$ cat config.mk
export PLATFORM = sky130hd
export DESIGN_NAME = tta_bus_arbiter
export DESIGN_NICKNAME = d
export VERILOG_FILES = /design/src/rtl/tta_bus_arbiter.sv
export SDC_FILE = /design/constraint.sdc
export NUM_CORES = 1
export LEC_CHECK = 0
export CORE_ASPECT_RATIO = 1.75
export CORE_UTILIZATION = 37
export CTS_CLUSTER_DIAMETER = 120
export CTS_CLUSTER_SIZE = 14
export DETAILED_ROUTE_END_ITERATION = 10
export HOLD_SLACK_MARGIN = 0.1
export PLACE_DENSITY = 0.81
export SETUP_SLACK_MARGIN = 0.05
export SYNTH_ARGS = -nofsm -noshare
export SYNTH_HDL_FRONTEND = slang
export SYNTH_SLANG_ARGS = --single-unit
$ cat constraint.sdc
create_clock -name clk_i -period 3.1 [get_ports clk_i]
set_input_delay 0.62 -clock clk_i [delete_from_list [all_inputs] [get_ports clk_i]]
set_output_delay 0.62 -clock clk_i [all_outputs]
set_load 0.005 [all_outputs]
$ cat src/rtl/tta_bus_arbiter.sv
// Two-master (instruction/data) arbiter onto one shared memory port.
// Ties alternate against the last owner; a grant is forced to end after
// TIMEOUT_CYCLES cycles without m_ready_i, completing with zero read data.
module tta_bus_arbiter #(
    parameter logic [15:0] TIMEOUT_CYCLES = 16'd255
) (
    input  logic        clk_i,
    input  logic        rst_i,
    input  logic        i_valid_i,
    input  logic [18:0] i_addr_i,
    output logic [31:0] i_rdata_o,
    output logic        i_ready_o,
    input  logic        d_valid_i,
    input  logic [18:0] d_addr_i,
    input  logic [31:0] d_wdata_i,
    input  logic [3:0]  d_wstrb_i,
    output logic [31:0] d_rdata_o,
    output logic        d_ready_o,
    output logic        m_valid_o,
    output logic [18:0] m_addr_o,
    output logic [31:0] m_wdata_o,
    output logic [3:0]  m_wstrb_o,
    output logic        m_instr_o,
    input  logic [31:0] m_rdata_i,
    input  logic        m_ready_i,
    output logic [1:0]  grant_o,
    output logic        timeout_o
);

    typedef enum logic [1:0] {
        StIdle = 2'd0,
        StGntI = 2'd1,
        StGntD = 2'd2
    } state_t;

    state_t      r_state;
    state_t      w_state_d;
    logic        r_last_d;     // 1 when the data master owned the most recent grant
    logic [15:0] r_cnt;
    logic [18:0] r_addr;
    logic [31:0] r_wdata;
    logic [3:0]  r_wstrb;
    logic        r_instr;
    logic        w_timeout;
    logic        w_done;

    // Timeout and completion detection for the current grant.
    always_comb begin
        w_timeout = (r_state != StIdle) && !m_ready_i &&
                    (r_cnt == (TIMEOUT_CYCLES - 16'd1));
        w_done    = (r_state != StIdle) && (m_ready_i || w_timeout);
    end

    // Next-state: arbitrate in idle, return to idle when a grant completes.
    always_comb begin
        w_state_d = r_state;
        case (r_state)
            StIdle: begin
                if (i_valid_i && d_valid_i) begin
                    w_state_d = r_last_d ? StGntI : StGntD;
                end else if (i_valid_i) begin
                    w_state_d = StGntI;
                end else if (d_valid_i) begin
                    w_state_d = StGntD;
                end
            end
            StGntI, StGntD: begin
                if (w_done) begin
                    w_state_d = StIdle;
                end
            end
            default: w_state_d = StIdle;
        endcase
    end

    // State, owner history, wait counter and captured request fields.
    always_ff @(posedge clk_i or negedge rst_i) begin
        if (!rst_i) begin
            r_state  <= StIdle;
            r_last_d <= 1'b1;
            r_cnt    <= 16'd0;
            r_addr   <= 19'd0;
            r_wdata  <= 32'd0;
            r_wstrb  <= 4'd0;
            r_instr  <= 1'b0;
        end else begin
            r_state <= w_state_d;
            // Cleared while idle so every grant starts counting from zero.
            if (r_state == StIdle) begin
                r_cnt <= 16'd0;
            end else if (!m_ready_i && (r_cnt != 16'hFFFF)) begin
                r_cnt <= r_cnt + 16'd1;
            end
            if ((r_state == StIdle) && (w_state_d == StGntI)) begin
                r_last_d <= 1'b0;
                r_addr   <= i_addr_i;
                r_wdata  <= 32'd0;
                r_wstrb  <= 4'd0;
                r_instr  <= 1'b1;
            end else if ((r_state == StIdle) && (w_state_d == StGntD)) begin
                r_last_d <= 1'b1;
                r_addr   <= d_addr_i;
                r_wdata  <= d_wdata_i;
                r_wstrb  <= d_wstrb_i;
                r_instr  <= 1'b0;
            end
        end
    end

    // Output decode: memory request fields, grant, and per-master responses.
    always_comb begin
        m_valid_o = (r_state != StIdle);
        m_addr_o  = r_addr;
        m_wdata_o = r_wdata;
        m_wstrb_o = r_wstrb;
        m_instr_o = r_instr;
        grant_o   = {r_state == StGntD, r_state == StGntI};
        timeout_o = w_timeout;
        i_ready_o = (r_state == StGntI) && (m_ready_i || w_timeout);
        d_ready_o = (r_state == StGntD) && (m_ready_i || w_timeout);
        i_rdata_o = ((r_state == StGntI) && w_timeout) ? 32'd0 : m_rdata_i;
        d_rdata_o = ((r_state == StGntD) && w_timeout) ? 32'd0 : m_rdata_i;
    end

endmodule

==> run_results.csv, run 1 <==
group,metric,value,unit
clock_tree,htreeDepth,3,
global_routing,grt_max_degree,76,
power_and_ir_drop,powerDensity,711,nW/um^2
min_path,hold_path.class,"in2async",
logic_synthesis,synth-edff-count,0,
timing,period_needed,2.94,ns
place,place_ws,0.155,ns
worst_setup_path,worstPathRequired,2.48,ns
logic_synthesis,syn_avg_cell_area,9.90,um^2
timing,max_freq,340,MHz
detailed_routing,antenna_left,0,
timing,slew-limit-headroom,37.1,%
detailed_routing,drt-vias-per-instance,5.09,
power_and_ir_drop,leakagePower,3.38,nW
worst_setup_path,ff2ff_setup_slack,0.75,ns
worst_setup_path,cp_max_fo,16,
timing,finClkSkew,0.00461,ns
power_and_ir_drop,seqPwrFrac,33.3,%
worst_setup_path,criticalPathCategory,"reg2out",
global_routing,met1_usage,23.5,%
final_layout,multi_input_area,1800,um^2
power_and_ir_drop,irDropWorstVdd,0.518,mV
logic_synthesis,yosys_warnings,0,
floorplan,ioPinCount,237,
power_and_ir_drop,p_clk_share,19.3,%
logic_synthesis,synthFlopType,"dfrtp_1",
logic_synthesis,synth.most_common_cell,"dfrtp_1",
timing,maxSlewViolCount,0,
logic_synthesis,synth_seq_cells,75,
power_and_ir_drop,power.internal,0.00325,W
clock_tree,cts_tree,"yes",
clock_tree,cts_sinks,75,
status,run_status,"finished clean",
timing,setup_viol,0,
detailed_routing,vias,3824,
clock_tree,insertion_delay,0.32,ns
timing,final-hold-violation-count,0,
floorplan,row_count,48,
worst_setup_path,endpoint_kind,"output pin",
power_and_ir_drop,power_switching_share,32.8,%
detailed_routing,drcViolationCount,0,
place,port_buffers,236,
floorplan,coreArea,9910,um^2
worst_setup_path,cp.arrival,2.32,ns
logic_synthesis,syn_inst,382,
final_layout,area_growth,79.9,%
global_routing,grt_most_used_layer,"met2",
final_layout,final-seq-area,1880,um^2
logic_synthesis,synth-async-reset-ratio,100,%
logic_synthesis,ys_top_cells_by_count,"dfrtp_1, and2_1, nand2_1, a22o_1, nor2_1",
run,max_cap_violations,0,
floorplan,die_h,136,um
logic_synthesis,ys_top_cells_by_area,"dfrtp_1, and2_1, a22o_1",
final_layout,num-nets-final,738,
logic_synthesis,synth.cell_area,3780,um^2
logic_synthesis,synthDominantCellAreaShare,49.0,%
clock_tree,numCtsBuffers,9,
timing,worstMarginPinSlew,0.943,ns
clock_tree,root_buffer,"clkbuf_16",
power_and_ir_drop,net-switching-power,0.00159,W
logic_synthesis,synth_cell_type_count,40,
global_routing,grt_antenna_before_repair,0,
global_routing,gr-total-overflow,0,
clock_tree,cts.path.max_buffers,2,
detailed_routing,wirelength,12600,um
floorplan,die-area,10600,um^2
place,place_congestion,0.799,
timing,setup_ws,0.156,ns
place,dp_hpwl,8980,um
clock_tree,holdBufCountCts,0,
detailed_routing,wl_per_cell,16.7,um
global_routing,grt_pass1_wl,18600,um
timing,fin_setup_tns,0,ns
logic_synthesis,ys_seq_area_share,49.7,%
worst_setup_path,critPathLaunchType,"flip-flop",
logic_synthesis,syn-num-nets,499,
global_routing,met3_usage,5.59,%
final_layout,antennaDiodeCount,0,
final_layout,drive_gt1_share,7.67,%
detailed_routing,drtPass1Iterations,4,
global_routing,gr-usage-met2,42.2,%
timing,finalCritPeriodShare,95.0,%
final_layout,final_core_util,68.6,%
floorplan,die_w,78.4,um
global_routing,grt_usage,22.5,%
final_layout,fill_cells,767,
power_and_ir_drop,p_comb_share,47.3,%
clock_tree,path_clk_slew,0.06,ns
timing,holdWs,0.439,ns
detailed_routing,drt_first_iter_violations,146,
global_routing,first_global_vias,3860,
floorplan,initial_utilization,38.2,%
power_and_ir_drop,p_total,0.00483,W
timing,rsz0062_at_grt,"false",
logic_synthesis,synth_top_cell_by_area,"dfrtp_1",
worst paths after layout:
path,startpoint,cells after the start,endpoint
min in group clk_i,r_last_d,2,r_last_d
worst min register to register,r_last_d,2,r_last_d
worst max-delay path,r_cnt[0],10,d_rdata_o[17]
worst max register to register,r_state[1],9,m_wdata_o[29]
worst min-delay path,rst_i,1,r_cnt[5]
max in group asynchronous,rst_i,1,m_addr_o[5]
repair_timing:
| action | CTS | global route |
|---|---|---|
| setup buffers | 3 | 4 |
| hold endpoints to repair | 0 | 0 |
| setup endpoints to repair | 64 | 65 |
| pin swaps | 3 | 1 |
| gates cloned | 0 | 1 |
| resized for setup | 8 | 71 |
per-stage QoR:
| step | area, um^2 | std cells |
|---|---|---|
| 2_1_floorplan | 3780 | 382 |
| 3_3_place_gp | 6240 | 727 |
| 3_5_place_dp | 6240 | 727 |
| 4_1_cts | 6550 | 746 |
| 5_1_grt | 6800 | 751 |
| 6_report | 6800 | 751 |
final cells by class:
class	count	share of cell area (%)
multi-input cells	277	26.4
well taps	125	2.30
clock inverters	7	0.644
flip-flops and latches	75	27.6
inverters	6	0.331
clock buffers	9	3.31
repair buffers	252	39.4
power groups by stage:
| stage | logic, W | registers [W] | clock network, W |
|---|---|---|---|
| after floorplan | 0.00102 | 0.00163 | 0 |
| after global placement | 0.00220 | 0.00161 | 0 |
| after detailed placement | 0.00226 | 0.00161 | 0 |
| after CTS | 0.00229 | 0.00161 | 0.000961 |
| after global routing | 0.00248 | 0.00166 | 0.00101 |
| final | 0.00229 | 0.00161 | 0.000934 |
metal layers:
layer / share of wire (%) / up-vias / wire [um]
li1: - / 1800 / -
met1: 35 / 1844 / 4420
met2: 56 / 157 / 7030
met3: 6.4 / 23 / 803
met4: 2.3 / 0 / 293
met5: 0 / - / 0
flip-flops by register name (all words and copies together), names as in the netlist:
signal     flops
m_wstrb_o      4
m_instr_o      1
m_addr_o      19
r_last_d       1
r_state        2
m_wdata_o     32
r_cnt         16
cell usage in the layout (no fill, tap or decap), types with 4 or more instances in the layout:
cell               n
dlygate4sd2_1      4
nand4_1            5
buf_4             13
dlymetal6s2s_1    60
nor2b_1            4
xor2_1             5
a22o_1            37
a211oi_1           5
clkinv_2           4
clkdlybuf4s50_1  171
a31oi_1           21
clkbuf_16         10
nand2_1           49
nor2_1            34
dfrtp_1           74
inv_1              6
ha_1               4
xnor2_1            6
and2_1            65
cell families after synthesis:
kind of cell    after synthesis  synth area share [%]
simple gates                184                  25.9
fa+ha+maj                     6                  1.98
buf+inv                      30                  3.97
compound gates               76                  15.9
flops                        75                  49.7
xor+xnor                     11                  2.55
critical path, stage by stage, from the launching register on:
cell and delay (ns):
dfrtp_1 0.40, inv_1 0.07, ha_2 0.18, and4b_1 0.22
nand3_2 0.12, nor3_4 0.26, nand2_2 0.12, buf_4 0.16
clkbuf_16 0.16, and2_1 0.16, dlymetal6s2s_1 0.15
Note: power is estimated with default switching activity, not from simulation.
==> run 2, diff against run 1 <==
- CORE_UTILIZATION: 37 -> 34
- PLACE_DENSITY: 0.81 -> 0.78
- SLEW_MARGIN: not set -> 20
- clock period: 3.1 -> 2.7 ns (I/O delays scaled with it)
==> run 2 against run 1 <==
  * The run now ends with negative setup slack left
  * Critical path type unchanged
  * Clock power grew 20%
  * Sequential share of layout area shrank 1.3 points
  * Critical path depth grew 1
  * First-iteration DRC count shrank 5.5%
  * Design area grew 5.0%
  * Sequential power grew 15%
  * Combinational power grew 17%
  * Power grew 17%
  * Clock-buffer cell count grew 1
  * Flip-flop and latch count is the same
==> run_results.csv, run 2 (same netlist as run 1, synthesis figures left out) <==
group,metric,value,unit
global_routing,grt_antenna_before_repair,0,
final_layout,largest_reg_flops,32,
power_and_ir_drop,leakagePower,3.42,nW
clock_tree,insertion_delay,0.32,ns
timing,setup_viol,62,
final_layout,drive_gt1_share,23.4,%
clock_tree,cts_tree,"yes",
worst_setup_path,endpoint_kind,"output pin",
global_routing,grt_max_degree,56,
worst_setup_path,slowest_delay,0.38,ns
power_and_ir_drop,p_total,0.00566,W
worst_setup_path,rr_worst_depth,9,
detailed_routing,wl_per_cell,17.1,um
status,run_status,"finished, violations left",
timing,rsz0062_at_grt,"true",
global_routing,grt_usage,20.9,%
run,max_cap_violations,0,
timing,finalCritPeriodShare,107,%
clock_tree,cts.path.max_buffers,2,
final_layout,mostFrequentLayoutCells,"clkdlybuf4s50_1, dfrtp_1, nand2_1, buf_6, a22o_1",
worst_setup_path,worstPathRequired,2.16,ns
worst_setup_path,cp_num_buf_inv,5,
timing,period_needed,2.90,ns
worst_setup_path,slowest_stage,"dfrtp_1",
floorplan,die_w,81.7,um
floorplan,ioPinCount,237,
status,violations,"negative setup slack",
floorplan,initial_utilization,35.2,%
timing,final-hold-violation-count,0,
place,place_congestion,0.793,
worst_setup_path,regToRegEndpoint,"m_wdata_o[4]",
detailed_routing,wirelength,13400,um
final_layout,antennaDiodeCount,0,
clock_tree,root_buffer,"clkbuf_16",
worst_setup_path,cp_cell_sequence,"inv_1 -> ha_2 -> and4b_1 -> nand3_2 -> nor3_4 -> nand2_4 -> buf_6 -> clkbuf_16 -> buf_6 -> and2_4 -> buf_6",
worst_setup_path,criticalPathCategory,"reg2out",
detailed_routing,drt-vias-per-instance,5.09,
worst_setup_path,ff2ff_setup_slack,0.39,ns
floorplan,row_count,50,
place,dp_hpwl,9170,um
worst_setup_path,cp.arrival,2.36,ns
detailed_routing,drtPass1Iterations,4,
final_layout,area_growth,88.8,%
timing,maxSlewViolCount,0,
final_layout,num-nets-final,765,
place,port_buffers,236,
worst_setup_path,cp_common_cell,"buf_6",
worst_setup_path,critPathTopFamily,"simple AND/OR/NAND/NOR gates",
worst_setup_path,cp_max_fo,6,
timing,slew-limit-headroom,44.7,%
place,place_ws,-0.0446,ns
clock_tree,htreeDepth,3,
clock_tree,cts_sinks,75,
worst_setup_path,critPathLaunchType,"flip-flop",
power_and_ir_drop,irDropWorstVdd,0.733,mV
detailed_routing,drt_first_iter_violations,138,
floorplan,die-area,11600,um^2
detailed_routing,drcViolationCount,0,
global_routing,gr-total-overflow,0,
global_routing,first_global_vias,3997,
clock_tree,numCtsBuffers,9,
floorplan,coreArea,10800,um^2
clock_tree,path_clk_slew,0.06,ns
final_layout,final_common_cell,"clkdlybuf4s50_1",
timing,max_freq,345,MHz
detailed_routing,antenna_left,0,
global_routing,grt_pass1_wl,18700,um
power_and_ir_drop,powerDensity,793,nW/um^2
min_path,hold_path.class,"in2async",
detailed_routing,vias,3989,
timing,worstMarginPinSlew,0.830,ns
timing,setup_ws,-0.196,ns
worst_setup_path,reg2reg_from,"r_state[0]",
floorplan,die_h,142,um
timing,finClkSkew,0.00682,ns
clock_tree,holdBufCountCts,0,
==> run 2: cell type report <==
type / count / area [um^2]
Clock buffer: 10 / 239
Fill cell: 830 / 3620
Multi-Input combinational cell: 277 / 1890
Timing Repair Buffer: 279 / 2900
Clock inverter: 6 / 48.8
Sequential cell: 75 / 1880
Inverter: 6 / 22.5
Tap cell: 130 / 163
==> run 2: per-stage QoR <==
stage	cell area, um^2	std cells	hold slack, ns	utilization (%)	TNS, ns
after floorplan	3780	382	0.244	-	0
after global placement	6400	747	0.452	59.5	-0.0110
after detailed placement	6400	747	0.464	59.5	-1.30
after CTS	6690	765	0.334	62.2	-7.98
after global routing	7140	783	0.367	66.4	-11.37
final	7140	783	0.312	66.4	-5.12
==> run 2: report_power, final <==
part           switching, W  total (W)  internal (W)  leakage [nW]
logic               0.00113    0.00269       0.00156          2.33
registers          0.000264    0.00185       0.00159         0.964
clock network      0.000469    0.00112      0.000655         0.132
total               0.00186    0.00566       0.00380          3.42
==> run 2: worst max-delay path by stage <==
stage / slack, ns / end / cells past startpoint / startpoint
floorplan: 0.26 / d_rdata_o[10] / 9 / r_state[0]
global placement: -0.007 / d_rdata_o[1] / 6 / m_ready_i
detailed placement: -0.04 / d_rdata_o[28] / 6 / m_ready_i
CTS: -0.17 / i_rdata_o[24] / 9 / r_cnt[0]
global route: -0.29 / i_rdata_o[30] / 11 / r_cnt[0]
finish: -0.20 / i_rdata_o[24] / 11 / r_cnt[0]
==> run 2: metal layers <==
metal  GRT usage [%]  part of all wire, %  vias to the layer above
met5               0                    0                        -
met4            7.57                  1.7                        0
met3            6.82                   11                       14
met2            38.9                   54                      225
met1            20.6                   33                     1894
li1                -                    -                     1856
==> run 2: worst reg2reg max path, delay by kind of cell, from the launching register on <==
kind	cells	cell delay, ns
AO/OA/AOI/OAI	3	0.73
flip-flops	1	0.37
buffers and inverters	3	0.57
adder cells (fa/ha/maj)	1	0.21
AND/OR/NAND/NOR	2	0.31
==> run 2: repair_timing <==
| item | 4_1_cts | 5_1_grt |
|---|---|---|
| endpoints found under the setup margin | 67 | 66 |
| buffers inserted | 2 | 12 |
| resized for setup | 19 | 216 |
| pin swaps | 3 | 29 |
| gates cloned | 0 | 6 |
| hold endpoints to repair | 0 | 0 |
==> run 3, diff against run 2 <==
- CORE_UTILIZATION: 34 -> 25
- PLACE_DENSITY: 0.78 -> not set
- clock period: 2.7 -> 3.47 ns (I/O delays scaled with it)
==> run 3 against run 2 <==
  * The flow now finishes without violations
  * Die area grew 35%
  * Global-route usage is 5.2 points lower
  * Critical path type unchanged
  * Via count down 5.7%
  * Core utilization is 22 points lower
  * Power fell by 23%
  * Critical endpoint is now i_rdata_o[26]
  * Largest power group unchanged
  * Worst setup slack better by 0.40 ns
  * Design area is 7.2% lower
  * Combinational power fell by 26%
  * Non-clock buffer count is 33 lower
==> run_results.csv, run 3 (same netlist as run 1, synthesis figures left out) <==
group,metric,value,unit
timing,finClkSkew,0.00528,ns
worst_setup_path,regToRegEndpoint,"m_addr_o[7]",
clock_tree,cts_sinks,75,
power_and_ir_drop,leakagePower,2.77,nW
timing,final-hold-violation-count,0,
worst_setup_path,ff2ff_setup_slack,1.02,ns
clock_tree,cts_tree,"yes",
detailed_routing,drt-vias-per-instance,4.68,
worst_setup_path,crit_end,"i_rdata_o[26]",
detailed_routing,wirelength,12300,um
worst_setup_path,slowest_delay,0.43,ns
final_layout,multi_input_area,1750,um^2
clock_tree,insertion_delay,0.33,ns
worst_setup_path,crit_path_start,"r_state[1]",
run,max_cap_violations,0,
final_layout,area_growth,75.2,%
worst_setup_path,critPathTopFamily,"simple AND/OR/NAND/NOR gates",
global_routing,grt_pass1_wl,18700,um
timing,max_freq,306,MHz
worst_setup_path,slowest_stage,"clkdlybuf4s50_1",
power_and_ir_drop,seqPwrFrac,33.0,%
worst_setup_path,worstPathRequired,2.78,ns
worst_setup_path,criticalPathCategory,"reg2out",
power_and_ir_drop,power.internal,0.00298,W
min_path,hold_path.class,"reg2reg",
worst_setup_path,cp.arrival,2.57,ns
clock_tree,numCtsBuffers,9,
timing,worstMarginPinSlew,0.964,ns
final_layout,antennaDiodeCount,0,
power_and_ir_drop,powerDensity,662,nW/um^2
place,dp_hpwl,9350,um
worst_setup_path,cp_num_buf_inv,3,
global_routing,grt_max_degree,76,
detailed_routing,drtPass1Iterations,4,
power_and_ir_drop,irDropWorstVdd,0.323,mV
worst_setup_path,worst-path-stages,9,
timing,maxSlewViolCount,0,
power_and_ir_drop,net-switching-power,0.00141,W
final_layout,fill_cells,1447,
worst_setup_path,cp_cell_sequence,"inv_1 -> ha_1 -> nor4_1 -> nand3_1 -> nor3_2 -> nand2_1 -> buf_6 -> and2_1 -> clkdlybuf4s50_1",
detailed_routing,drt_first_iter_violations,139,
floorplan,row_count,59,
global_routing,grt_antenna_before_repair,1,
clock_tree,path_clk_slew,0.06,ns
floorplan,die_h,165,um
timing,setup_viol,0,
place,place_congestion,0.782,
final_layout,final_common_cell,"clkdlybuf4s50_1",
final_layout,final-seq-area,1880,um^2
timing,fin_setup_tns,0,ns
power_and_ir_drop,p_comb_share,45.6,%
place,port_buffers,236,
timing,slew-limit-headroom,35.7,%
final_layout,final_area,6630,um^2
status,run_status,"finished clean",
global_routing,first_global_vias,3782,
worst_setup_path,endpoint_kind,"output pin",
detailed_routing,antenna_left,0,
place,place_area,6300,um^2
final_layout,largest_reg_flops,32,
final_layout,final_core_util,44.7,%
timing,finalCritPeriodShare,94.0,%
detailed_routing,wl_per_cell,15.3,um
detailed_routing,vias,3761,
clock_tree,cts.path.max_buffers,2,
floorplan,die_w,95.0,um
global_routing,gr-total-overflow,0,
clock_tree,root_buffer,"clkbuf_16",
power_and_ir_drop,p_clk_share,21.4,%
detailed_routing,drcViolationCount,0,
clock_tree,htreeDepth,3,
final_layout,mostFrequentLayoutCells,"clkdlybuf4s50_1, dfrtp_1, and2_1, nand2_1, a22o_1",
power_and_ir_drop,power_switching_share,32.1,%
global_routing,grt_usage,15.7,%
final_layout,num-nets-final,732,
timing,period_needed,3.26,ns
worst_setup_path,reg2reg_from,"r_state[1]",
final_layout,drive_gt1_share,5.48,%
floorplan,die-area,15600,um^2
worst_setup_path,cp_max_fo,28,
floorplan,initial_utilization,25.5,%
floorplan,ioPinCount,237,
worst_setup_path,rr_worst_depth,9,
clock_tree,holdBufCountCts,0,
floorplan,coreArea,14800,um^2
timing,rsz0062_at_grt,"true",
worst_setup_path,critPathLaunchType,"flip-flop",
## run 3: cell types whose count changed in the layout (fill, tap and decap cells not counted), sizes merged
cell,before,now
inv,8,6
clkinv,1,2
clkinvlp,3,2
bufinv,0,1
clkbuf,26,11
dlymetal6s2s,24,0
buf,71,11
clkdlybuf4s50,168,235
## run 3: cell type report
| type | count | share of cell area, % |
|---|---|---|
| multi-input combinational | 277 | 26.5 |
| sequential | 75 | 28.3 |
| inverter | 6 | 0.340 |
| tap | 183 | 3.45 |
| timing repair buffer | 246 | 36.8 |
| clock inverter | 5 | 0.944 |
| clock buffer | 11 | 3.66 |
## run 3: power groups by stage
stage	logic (W)	registers, W	clock network (W)
2_1_floorplan	0.000914	0.00146	0
3_3_place_gp	0.00199	0.00145	0
3_5_place_dp	0.00203	0.00145	0
4_1_cts	0.00204	0.00145	0.000974
5_1_grt	0.00221	0.00149	0.00101
6_report	0.00200	0.00145	0.000940
## run 3: how the worst min path moves through the flow
stage / startpoint / end / slack, ns / cells after the start
global placement: r_last_d / r_last_d / 0.46 / 2
CTS: r_last_d / r_last_d / 0.47 / 2
global route: r_last_d / r_last_d / 0.51 / 2
floorplan: rst_i / m_addr_o[0] / 0.40 / 0
finish: r_last_d / r_last_d / 0.47 / 2
detailed placement: r_last_d / r_last_d / 0.47 / 2
## run 3: per-stage QoR
step | hold slack (ns) | setup slack, ns | power, W | std cells
floorplan | 0.398 | 0.871 | 0.00237 | 382
global placement | 0.462 | 0.398 | 0.00344 | 784
detailed placement | 0.466 | 0.331 | 0.00348 | 784
CTS | 0.475 | 0.0773 | 0.00447 | 801
global route | 0.507 | 0.0348 | 0.00471 | 803
finish | 0.470 | 0.207 | 0.00439 | 803
## run 3: tightest hold or removal path, cell delays in order, from the launching register on
cell and delay [ns]:
dfstp_2 0.38, nand2_1 0.05, nand2_1 0.04
## run 3: timing repair
action,in CTS,in global routing
setup endpoints to repair,28,60
hold endpoints to repair,0,0
buffers inserted,1,2
pin swaps,0,1
gates resized for setup,0,1
## run 3: routing by layer
layer | GRT usage [%] | part of all wire, %
met1 | 15.5 | 34
met2 | 30.0 | 55
met3 | 4.51 | 9.4
met4 | 5.65 | 1.8
met5 | 0 | 0
